===== config.mk =====
export PLATFORM = sky130hd
export DESIGN_NAME = shift_sequencer
export DESIGN_NICKNAME = d
export VERILOG_FILES = /design/src/rtl/shift_sequencer.sv
export SDC_FILE = /design/constraint.sdc
export NUM_CORES = 1
export LEC_CHECK = 0
export ABC_AREA = 1
export CORE_MARGIN = 4
export CORE_UTILIZATION = 42
export CTS_CLUSTER_DIAMETER = 100
export DETAILED_ROUTE_END_ITERATION = 16
export PLACE_DENSITY_LB_ADDON = 0.2
export SLEW_MARGIN = 30
export SYNTH_ARGS = -nofsm -noshare
export SYNTH_HDL_FRONTEND = slang
export SYNTH_SLANG_ARGS = --single-unit

===== constraint.sdc =====
create_clock -name clock -period 1.15 [get_ports clock]
set_input_delay 0.23 -clock clock [delete_from_list [all_inputs] [get_ports clock]]
set_output_delay 0.23 -clock clock [all_outputs]
set_load 0.005 [all_outputs]

===== src/rtl/shift_sequencer.sv =====
`default_nettype none
// ============================================================================
//  Module      : shift_sequencer
//  Description : Moore controller that issues one parallel load followed by a
//                clamped number of shift strobes, with abort/clear support.
//  Revision    : 1.0  initial release
// ============================================================================
module shift_sequencer #(
  parameter int bitwidth = 16,
  parameter int cntwidth = 5
) (
  input  logic                clock,
  input  logic                reset,
  input  logic                start,
  input  logic [cntwidth-1:0] shift_count,
  input  logic                abort,
  output logic                load,
  output logic                shift,
  output logic                clear,
  output logic                busy,
  output logic                done,
  output logic                aborted,
  output logic [cntwidth-1:0] remaining
);

  typedef enum logic [2:0] {
    S_IDLE  = 3'd0,
    S_LOAD  = 3'd1,
    S_SHIFT = 3'd2,
    S_DONE  = 3'd3,
    S_ABORT = 3'd4
  } state_t;

  localparam logic [cntwidth-1:0] MAX_COUNT = cntwidth'(bitwidth);

  state_t              state_q, state_d;
  logic [cntwidth-1:0] remaining_q, remaining_d;
  logic                load_q, load_d;
  logic                shift_q, shift_d;
  logic                clear_q, clear_d;
  logic                busy_q, busy_d;
  logic                done_q, done_d;
  logic                aborted_q, aborted_d;

  always_ff @(posedge clock or negedge reset) begin
    if (!reset) begin
      state_q     <= S_IDLE;
      remaining_q <= '0;
      load_q      <= 1'b0;
      shift_q     <= 1'b0;
      clear_q     <= 1'b0;
      busy_q      <= 1'b0;
      done_q      <= 1'b0;
      aborted_q   <= 1'b0;
    end else begin
      state_q     <= state_d;
      remaining_q <= remaining_d;
      load_q      <= load_d;
      shift_q     <= shift_d;
      clear_q     <= clear_d;
      busy_q      <= busy_d;
      done_q      <= done_d;
      aborted_q   <= aborted_d;
    end
  end

  always_comb begin
    state_d     = state_q;
    remaining_d = remaining_q;
    case (state_q)
      S_IDLE: begin
        // abort wins over a simultaneous start; the start is dropped
        if (abort) begin
          state_d     = S_ABORT;
          remaining_d = '0;
        end else if (start) begin
          state_d     = S_LOAD;
          remaining_d = (shift_count > MAX_COUNT) ? MAX_COUNT : shift_count;
        end
      end
      S_LOAD: begin
        if (abort) begin
          state_d     = S_ABORT;
          remaining_d = '0;
        end else if (remaining_q == '0) begin
          state_d = S_DONE;
        end else begin
          state_d = S_SHIFT;
        end
      end
      S_SHIFT: begin
        if (abort) begin
          state_d     = S_ABORT;
          remaining_d = '0;
        end else begin
          if (remaining_q != '0) begin
            remaining_d = remaining_q - 1'b1;
          end
          if (remaining_q <= cntwidth'(1)) begin
            state_d = S_DONE;
          end
        end
      end
      S_DONE: begin
        if (abort) begin
          state_d     = S_ABORT;
          remaining_d = '0;
        end else begin
          state_d = S_IDLE;
        end
      end
      S_ABORT: begin
        state_d     = S_IDLE;
        remaining_d = '0;
      end
      default: begin
        state_d     = S_IDLE;
        remaining_d = '0;
      end
    endcase
  end

  // Strobes are decoded from the next state so they leave the flops aligned
  // with the state they belong to.
  always_comb begin
    load_d    = (state_d == S_LOAD);
    shift_d   = (state_d == S_SHIFT);
    clear_d   = (state_d == S_ABORT);
    aborted_d = (state_d == S_ABORT);
    done_d    = (state_d == S_DONE);
    busy_d    = (state_d != S_IDLE);
  end

  assign load      = load_q;
  assign shift     = shift_q;
  assign clear     = clear_q;
  assign busy      = busy_q;
  assign done      = done_q;
  assign aborted   = aborted_q;
  assign remaining = remaining_q;

endmodule
`default_nettype wire


==> impl_metrics.py <==
metrics = {
    "final_layout": {
        "antenna_cells": 0,
        "fin_cells": 177,
        "drive_above_1_share_pct": 49.34,
        "final_core_util_pct": 76.06,
        "nFillCells": 120,
        "final_nets": 165,
        "syn_to_final_growth_pct": 70.58,
    },
    "timing": {
        "max_freq_mhz": 754.5,
        "finalCriticalPeriod_ps": 1325,
        "fin_skew_ps": 0.7244,
        "rsz0062_at_grt": "yes",
        "hold_violations": 0,
        "timing.final.ws_setup_ps": -175.5,
        "max_slew_margin_pct": 82.72,
        "finalSetupViolations": 11,
        "drv_slew": 0,
        "fin_crit_sh_pct": 115.3,
        "worst_slew_pin_slew_ps": 258.3,
    },
    "pwr": {
        "p_leak_nw": 0.7203,
        "ir_drop_mv": 0.7676,
        "powerDensity_mw_per_mm2": 1107,
    },
    "critical_path": {
        "crit_path_top_delay_cell": "dfrtp_1",
        "critPathMaxStageDelay_ps": 420,
        "rr_startpoint": "state_q[2]",
        "crit_chain": "nor2_2 > nand2_2 > nor2_4 > buf_4 > nand2_2 > nand2_2 > nor2_2",
        "cp-end-kind": "flop",
        "worst_path_most_repeated_cell": "nand2_2",
        "rr_worst_depth": 7,
        "crit_path_start_kind": "flop",
        "reg2reg_slack_ps": -180,
        "cp_max_fo": 4,
        "crit_required_ps": 1350,
        "crit_type": "flop to flop",
        "rr_endpoint": "shift",
        "arrival_ps": 1530,
    },
    "global_route": {
        "grt_pass1_vias": 847,
        "grt_pass1_wl_um": 3967,
        "grt_antenna_before_repair": 0,
        "grt_start_max_net_pins": 14,
        "overflow": 0,
        "gr-usage-all-layers_pct": 21.46,
    },
    "route": {
        "firstDrtPassIters": 4,
        "via_count": 854,
        "via_per_inst": 4.825,
        "ant_nets": 0,
        "initialDrtViolationCount": 22,
        "drc_errors": 0,
        "wl_per_cell_um": 13.82,
        "routed_wl_um": 2447,
    },
    "logic_synthesis": {
        "synth_compound_area_share_pct": 3.698,
        "synth_area_leader_cell": "dfrtp_1",
        "synth_adder_area_share_pct": 4.823,
        "syn-num-nets": 112,
        "yosysWarnings": 0,
        "syn_area_um2": 778.2,
        "avgSynthCellArea_um2": 7.782,
        "seq_area_frac_synth_pct": 41.80,
        "synthMuxAreaShare_pct": 0,
        "synth_xor_area_share_pct": 1.125,
        "synth_cell_types": 17,
        "synth.area.top_cells": "dfrtp_1, nand2_1, nand3_1",
        "synth-seq-cells": 13,
        "syn_inst": 100,
        "yosysTopAreaCellShare_pct": 41.80,
        "synthSimpleGateAreaFrac_pct": 39.87,
        "synth_top_family_by_area": "simple AND/OR/NAND/NOR gates",
    },
    "placed_design": {
        "place_ws_ps": -279.3,
        "port_buffers": 19,
        "dp_hpwl_um": 1455,
        "placedCellCount": 154,
        "gp_congestion": 0.8268,
    },
    "floorplan": {
        "ios": 20,
        "placementRows": 15,
        "die_h_um": 51.05,
        "coreArea_mm2": 0.001745,
        "dieArea_mm2": 0.002606,
        "die_w_um": 51.05,
        "start_util_pct": 44.59,
    },
    "min_path": {
        "hp-class": "input pin to asynchronous set/reset pin",
    },
    "outcome": {
        "violations": "negative setup slack",
        "outcome": "complete, but fails checks",
    },
    "clock_network": {
        "worst_skew_pair.late_latency_ps": 300,
        "path_clk_slew_ps": 90,
        "cts-root-buf": "clkbuf_4",
        "numCtsBuffers": 3,
        "clockBufferDepth": 2,
        "cts_tree": "done",
        "cts_max_level": 1,
        "clock-sinks": 13,
    },
    "flow_run": {
        "cap_violations": 0,
    },
}
sequential cells by signal (all words and copies together), names as in the netlist:
| name | cells |
|---|---|
| load | 1 |
| busy | 1 |
| state_q | 3 |
| remaining | 5 |
| aborted | 1 |
| shift | 1 |
| done | 1 |
critical path, delay by kind of cell, from the launching register on:
| family | cells | cell delay [ps] |
|---|---|---|
| and+or+nand+nor | 6 | 670 |
| buffers and inverters | 1 | 140 |
| DFF | 1 | 420 |
power by group:
group          internal, W  switching, W
Combinational     0.000322      0.000307
Clock             0.000130      0.000186
Sequential        0.000499     0.0000252
Total             0.000951      0.000519
worst max path at each step:
stage / startpoint / end / slack [ps] / cells past startpoint
2_1_floorplan: remaining[0] / remaining[0] / -30 / 9
3_3_place_gp: abort / remaining[2] / -260 / 9
3_5_place_dp: abort / remaining[2] / -280 / 7
4_1_cts: remaining[2] / remaining[3] / -140 / 9
5_1_grt: state_q[2] / remaining[1] / -220 / 7
6_report: state_q[2] / shift / -180 / 7
cell usage after synthesis:
library cell	count
inv_1	12
ha_1	3
nand3_1	14
inv_2	4
nor2_2	2
xnor2_1	1
nand2_2	6
nand3_2	1
nand2_4	1
a21oi_1	1
nand2_1	26
buf_4	1
nor2_1	7
a21oi_2	1
nor2_4	4
o21ai_1	3
dfrtp_1	13
cell type report:
class / instances / area, um2 / share of cell area [%]
Sequential cell: 13 / 326.6 / 24.60
Clock inverter: 1 / 5.005 / 0.3770
Inverter: 16 / 70.07 / 5.278
Multi-Input combinational cell: 70 / 450.4 / 33.93
Clock buffer: 3 / 22.52 / 1.697
Tap cell: 25 / 31.28 / 2.356
Timing Repair Buffer: 49 / 421.7 / 31.76
what timing repair did:
action	4_1_cts	5_1_grt
pin swaps	13	4
hold buffers	0	0
setup endpoints to repair	20	16
gates resized for setup	48	10
buffers inserted	13	7
cells by family after synthesis:
logic type | Yosys count
adders and majority gates | 3
AOI/OAI and AO/OA | 5
buffers and inverters | 17
DFF | 13
and+or+nand+nor | 61
xor gates and xnor gates | 1
placed cells by master (no fill, tap or decap), drive strengths merged:
cell type,instances
nand3,15
clkinv,1
inv,16
nand2,33
clkdlybuf4s50,8
dfrtp,13
o21ai,3
xnor2,1
buf,33
clkbuf,7
nor2,13
a21oi,2
ha,3
clkdlybuf4s15,4
metal layers:
| layer | up-vias | part of all wire [%] | track usage, % |
|---|---|---|---|
| met5 | - | 0 | 0 |
| met4 | 0 | 2.0 | 11.21 |
| met3 | 7 | 7.4 | 7.289 |
| met2 | 36 | 48 | 32.83 |
| met1 | 399 | 42 | 26.52 |
| li1 | 412 | - | - |
through the flow:
stage                power, W  setup TNS [ps]  hold WS [ps]  area, um2
finish               0.001470           -1579         232.4       1328
global route         0.001559           -2235         239.7       1328
global placement    0.0009787           -2165         481.9       1087
detailed placement  0.0009874           -2288         490.3       1087
floorplan           0.0007793          -159.4        -65.59      790.8
CTS                  0.001418           -1188         227.5       1285
Power figures use the tool's default switching activity.
